$ cat src/rtl/jam_divider_pkg.sv
// Shared types and constants for the JAM-preset down-counting divider.
package jam_divider_pkg;

  typedef enum logic {
    ST_IDLE = 1'b0,
    ST_RUN  = 1'b1
  } state_t;

  // Largest preset accepted in decade mode.
  localparam int DECADE_MAX    = 9;
  localparam int DEFAULT_WIDTH = 4;

endpackage

$ cat src/rtl/jam_down_divider.sv
// Presettable down-counter used as a programmable divide-by-N.
// Loads N from JAM and counts down once per enabled clock. At the
// terminal count it emits a one-cycle TC pulse and toggles DIV_OUT.
// It then either reloads N (AUTO_RELOAD=1) or stops in IDLE (AUTO_RELOAD=0).
// Build option: JAM_DIVIDER_DECADE_EN clamps any loaded JAM above 9 down to 9.
// That option needs WIDTH >= 4.
//
// state | meaning
// ------+-----------------------------------------------
// IDLE  | counter halted, Q holds its last value
// RUN   | counting down toward 1 on each enabled clock
module jam_down_divider
  import jam_divider_pkg::*;
#(
  parameter int WIDTH       = DEFAULT_WIDTH,
  parameter bit AUTO_RELOAD = 1'b1
) (
  input  logic             CLOCK,
  input  logic             PRESET_ENABLE,
  input  logic             JAM_LOAD,
  input  logic             CARRY_IN_N,
  input  logic [WIDTH-1:0] JAM,
  output logic [WIDTH-1:0] Q,
  output logic             TC,
  output logic             DIV_OUT,
  output logic             BUSY
);

  state_t           r_state;
  state_t           w_state_next;
  logic [WIDTH-1:0] r_q;
  logic [WIDTH-1:0] r_reload;
  logic             r_tc;
  logic             r_div;
  logic [WIDTH-1:0] w_jam_eff;
  logic [WIDTH-1:0] w_q_next;
  logic [WIDTH-1:0] w_reload_next;
  logic             w_tc_next;
  logic             w_div_next;

`ifdef JAM_DIVIDER_DECADE_EN
  // Decade mode: clamp the preset so N never exceeds 9.
  always_comb begin
    w_jam_eff = JAM;
    if (JAM > WIDTH'(DECADE_MAX)) w_jam_eff = WIDTH'(DECADE_MAX);
  end
`else
  // Binary mode: the preset is used as given.
  always_comb begin
    w_jam_eff = JAM;
  end
`endif

  // Next-state and next-count logic.
  // A load wins over counting, and TC is only ever a one-cycle pulse.
  always_comb begin
    w_state_next  = r_state;
    w_q_next      = r_q;
    w_reload_next = r_reload;
    w_tc_next     = 1'b0;
    w_div_next    = r_div;
    if (JAM_LOAD) begin
      // A zero preset means divide-by-zero, which leaves the counter stopped.
      w_reload_next = w_jam_eff;
      w_q_next      = w_jam_eff;
      w_state_next  = (w_jam_eff != '0) ? ST_RUN : ST_IDLE;
    end else if ((r_state == ST_RUN) && !CARRY_IN_N) begin
      if (r_q == WIDTH'(1)) begin
        w_tc_next  = 1'b1;
        w_div_next = ~r_div;
        if (AUTO_RELOAD) begin
          w_q_next = r_reload;
        end else begin
          w_q_next     = '0;
          w_state_next = ST_IDLE;
        end
      end else begin
        w_q_next = r_q - WIDTH'(1);
      end
    end
  end

  // State register with synchronous reset.
  always_ff @(posedge CLOCK) begin
    if (PRESET_ENABLE) r_state <= ST_IDLE;
    else               r_state <= w_state_next;
  end

  // Count, reload and output registers with synchronous reset.
  always_ff @(posedge CLOCK) begin
    if (PRESET_ENABLE) begin
      r_q      <= '0;
      r_reload <= '0;
      r_tc     <= 1'b0;
      r_div    <= 1'b0;
    end else begin
      r_q      <= w_q_next;
      r_reload <= w_reload_next;
      r_tc     <= w_tc_next;
      r_div    <= w_div_next;
    end
  end

  assign Q       = r_q;
  assign TC      = r_tc;
  assign DIV_OUT = r_div;
  assign BUSY    = (r_state == ST_RUN);

endmodule

$ cat config.mk
export PLATFORM = sky130hd
export DESIGN_NAME = jam_down_divider
export DESIGN_NICKNAME = d
export VERILOG_FILES = /design/src/rtl/jam_divider_pkg.sv /design/src/rtl/jam_down_divider.sv
export SDC_FILE = /design/constraint.sdc
export NUM_CORES = 1
export LEC_CHECK = 0
export CELL_PAD_IN_SITES_DETAIL_PLACEMENT = 1
export CELL_PAD_IN_SITES_GLOBAL_PLACEMENT = 2
export CORE_ASPECT_RATIO = 0.7
export CORE_UTILIZATION = 24
export DETAILED_ROUTE_END_ITERATION = 12
export GPL_TIMING_DRIVEN = 1
export PLACE_DENSITY = 0.81
export SLEW_MARGIN = 20
export SYNTH_ARGS = -nofsm -noshare
export SYNTH_HDL_FRONTEND = slang
export SYNTH_SLANG_ARGS = --single-unit
$ cat constraint.sdc
create_clock -name CLOCK -period 1.3 [get_ports CLOCK]
set_input_delay 0.13 -clock CLOCK [delete_from_list [all_inputs] [get_ports CLOCK]]
set_output_delay 0.13 -clock CLOCK [all_outputs]
set_load 0.02 [all_outputs]
# After elaboration in Yosys (flattened, before gate mapping)

Index checks and enable logic that the tools add are counted.

Output and inout port bits: 7
Bits in registers: 11

Bitwise operators: 3
Add/subtract/negate cells: 1
Reductions and logical operators: 6
Mux-type cells: 5
Equality and inequality tests: 1

Operators with widths:

| cell                                              | number |
|---|---|
| two-way mux 4 bit                                 | 3 |
| == test 4 x 1 -> 1 bit (second input constant)    | 1 |
| nonzero test 4 bit                                | 1 |
| subtractor 4 x 1 -> 4 bit (second input constant) | 1 |
| NOT 1 bit                                         | 3 |
| AND reduction 3 bit                               | 1 |
| OR reduction 3 bit                                | 1 |
| two-way mux 1 bit                                 | 2 |
| nonzero test 2 bit                                | 1 |
| logical AND 1 bit                                 | 1 |
| zero test 1 bit                                   | 1 |

# Longest topological paths before layout

Depth in word-level cells: 4
Gate-level depth with buffers: 5

# Worst setup path after synthesis

Ideal clock, no wire load.

Path type: register to register
From: register r_q[0], in the netlist Q[0]
To: register r_q[0], in the netlist Q[0]
Buffers on the path: 0
Arrival time: 1.382 ns
Library setup time: 0.128 ns
Required time: 1.172 ns
Cell stages (with the launch flop): 5
Setup slack: -0.209 ns
Cells stage by stage: dfxtp_1 ha_1 or4b_1 a21oi_1 o41ai_1

Longest elaborated chain between the ends: 4

RTL lines:

| element                                                                    | line                                           | text |
|---|---|---|
| start, declared                                                            | jam_down_divider.sv:31                         | `logic [WIDTH-1:0] r_q;` |
| start signal, assigned                                                     | jam_down_divider.sv:97                         | `r_q <= w_q_next;` |
| subtractor 4 x 1 -> 4 bit / == test 4 x 1 -> 1 bit (equally long branches) | jam_down_divider.sv:78, jam_down_divider.sv:68 |  |
| two-way mux 4 bit (*)                                                      | jam_down_divider.sv:68                         | `if (r_q == WIDTH'(1)) begin` |
| two-way mux 4 bit (*)                                                      | jam_down_divider.sv:67                         | `end else if ((r_state == ST_RUN) && !CARRY_IN_N) begin` |
| two-way mux 4 bit (*)                                                      | jam_down_divider.sv:62                         | `if (JAM_LOAD) begin` |

Mark *: on every way between the ends. The rest lies on a longest branch, timed or not. The select of a mux whose other input is x is not followed.
A chain may end at the register's enable or synchronous reset.

# Worst setup path after layout

From: register r_q[1], in the netlist Q[1]
To: register r_q[0], in the netlist Q[0]

Longest elaborated chain between the ends: 4

RTL lines:

| element                | line |
|---|---|
| == test 4 x 1 -> 1 bit | jam_down_divider.sv:68 |
| two-way mux 4 bit      | jam_down_divider.sv:68 |
| two-way mux 4 bit      | jam_down_divider.sv:67 |
| two-way mux 4 bit      | jam_down_divider.sv:62 |

No other way between the ends. The select of a mux whose other input is x is not followed.

==> results <==
[worst min-delay path: stages, from the launching register on]
cell and delay [ns]:
dfxtp_1 0.32, nand2_1 0.06, a21oi_1 0.05
[synthesized netlist by cell type (2+ instances only)]
master / number / area (um^2)
nand3_1: 3 / 15.01
ha_1: 2 / 25.02
a211oi_1: 2 / 15.01
o211ai_1: 3 / 22.52
inv_1: 3 / 11.26
nand2_1: 2 / 7.510
a21oi_1: 5 / 25.02
mux2i_1: 4 / 40.04
nand3b_1: 2 / 15.01
nand2b_1: 2 / 12.51
nor2_1: 7 / 26.28
dfxtp_1: 11 / 220.2
[cell families after synthesis]
| group | share of synthesized area (%) |
|---|---|
| AO/OA/AOI/OAI | 16.67 |
| adder cells (fa/ha/maj) | 4.444 |
| flip-flops | 39.11 |
| multiplexers | 9.111 |
| AND/OR/NAND/NOR | 27.11 |
| buffers and inverters | 3.554 |
[state kept, by name, indices dropped and copies added (netlist names)]
register and count:
Q 4, TC 1, r_reload 4, BUSY 1, DIV_OUT 1
[area by class of cell]
class,instances,area [um^2],area share (%)
Clock buffer,4,26.28,2.987
Tap cell,32,40.04,4.552
Multi-Input combinational cell,47,364.1,41.39
Sequential cell,11,227.7,25.89
Inverter,3,13.76,1.565
Timing Repair Buffer,22,207.7,23.61
[through the flow]
step | setup TNS [ns] | hold slack, ns
after global routing | -0.2929 | 0.4973
final | -0.03298 | 0.4739
after global placement | -0.2388 | 0.4603
after CTS | -0.1230 | 0.4754
after detailed placement | -0.3937 | 0.4637
after floorplan | 0 | 0.2654
[routing by layer]
layer	wire length (um)	vias to the layer above	global-route usage, %
met5	0	-	0
met4	0	0	2.791
met3	95	0	5.864
met2	719	16	19.78
met1	866	266	21.38
li1	-	280	-
[worst max-delay path by stage]
stage | depth (start not counted) | endpoint | slack [ns]
finish | 5 | Q[0]$_SDFFE_PP0P_ | -0.02
detailed placement | 4 | Q[2]$_SDFFE_PP0P_ | -0.13
global placement | 4 | Q[2]$_SDFFE_PP0P_ | -0.09
global route | 5 | DIV_OUT$_SDFFE_PP0P_ | -0.10
CTS | 4 | Q[3]$_SDFFE_PP0P_ | -0.04
floorplan | 5 | Q[0]$_SDFFE_PP0P_ | 0.005
[timing repair]
action                                 in CTS  in global routing
pin swaps                                   4                  4
resized for setup                          10                  2
setup buffers                               0                  0
setup endpoints to repair                  12                  5
endpoints found under the hold margin       0                  0
[power groups by stage]
stage / Sequential, mW / Clock, mW / Combinational, mW
finish: 0.382 / 0.244 / 0.203
global route: 0.385 / 0.267 / 0.222
CTS: 0.381 / 0.250 / 0.199
detailed placement: 0.388 / 0 / 0.194
global placement: 0.387 / 0 / 0.193
floorplan: 0.399 / 0 / 0.0805
==> run metrics <==
FP Rows=14; synthesized cell area=563.0 um^2; fill count=between 200 and 300; reg-to-reg endpoint=Q[0]$_SDFFE_PP0P_; Distinct cells, synth=29; crit path buf inv count=1; Setup Skew=about 0.001 ns; number of flops mapped to enable cells by yosys=0; final instance area=slightly below 900 um^2; Slew @ Worst Pin=between 0.2 and 0.3 ns; hold path depth=2; clk_lat worst skew=~0.27 ns; Hold WC Path Type=flip-flop to flip-flop; core area=between 0.002 and 0.0025 mm^2; Mapped Cells=63; CTS Buffer Depth=2; Hold Vio Cnt, Final=0; final WL=around 1700 um; Reg clk slew, reported paths=approximately 0.080 ns; Synthesized Nets=73; Worst Hold End=r_reload[2]$_SDFFE_PP0P_; RSZ-0062 raised after global routing=yes; routed vias=~560; Net Switching=approximately 0.25 mW; CP cell instances=inv_4 > ha_4 > or4b_1 > a21oi_1 > o41ai_1; CTS Buf Count=3; crit end category=flip-flop; Slew headroom=between 80 and 90%; Clk pwr share=29.5%; Critical-path top delay cell=or4b_1; initial core utilization=around a quarter; Die Y=about 43 um; ys flop type=dfxtp_1; placed instance count=115; Die Span X=59.89 um; share of post-route cells with drive strength above 1=22.99%; Layout Utilization=between 40% and 50%; Ports=15; Worst R2R Setup Slack=-0.02 ns; CP startpoint=Q[1]$_SDFFE_PP0P_; Place WS=-0.1271 ns; max-cap violation count=0; Cell Int Power=about 0.58 mW; Seq/Total Area, Yosys=approximately two fifths; initial antenna violation count=0; reg-to-reg startpoint=Q[1]$_SDFFE_PP0P_; iteration-0 DRC count of the detailed router=23; period utilization=101.6%; Post-DRT Antenna Nets=0; Sink Count=11; area grow syn2layout=56.22%; Total Routing Usage GR=~15%; Mean Syn Cell Area=approximately 9 um^2; Finish-stage setup viols=2; Pwr Density=~940 mW/mm^2; Worst Path Max Fanout=4; WS Path Type=flip-flop to flip-flop; crit path time final=1.321 ns; Vias/cell=between 4 and 5; post-synthesis register bit count=11; most frequent cells in the layout=9 x dfxtp_1, 7 x nor2_1, 7 x clkdlybuf4s50_1, 7 x dlygate4sd2_1, 6 x buf_4; vias in the first global route=560; Yosys warnings=0; total power=around 0.83 mW; TritonRoute pass-1 iters=4; Port Buf Inserts=14; worst path arrival time=1.48 ns; Final Non-Filler Cells=approximately 120; gp weighted congestion=about 0.83; post-cts hold buffer count=0; sequential power share=a little under half; CTS HTree Levels=1; Residual DRC=0; CP Launch Type=flip-flop; # diodes=0; commonest non-fill, non-tap cell in the layout=dfxtp_1; global-route wire length before repair=roughly 2700 um; critical path's top delay family=simple AND/OR/NAND/NOR gates; Sw Ratio=29.89%; CTS tree=done; Reg2Reg Depth=5; Gate power share=about 24%; routed wire length per instance=14.13 um; final HPWL from detailed placement=1238 um; GR Overflow Total=0; longest individual stage delay on the worst path=0.43 ns; violated checks=negative setup slack; Layout Nets=98; Hold Path Origin=r_reload[2]$_SDFFE_PP0P_; Slew Limit Fails=0; placed inst area=~830 um^2; Root Buffer=clkbuf_4; leak pwr=about 0.36 nW; fin worst setup slack=-0.02095 ns; status=complete, but fails checks; ys async rst share=0%; largest net degree at the start of global routing=13; WP data required=1.46 ns; die area=about 0.0025 mm^2; Peak supply drop=about 350 uV; Max Freq=757.0 MHz
(Power assumes the default switching activity.)
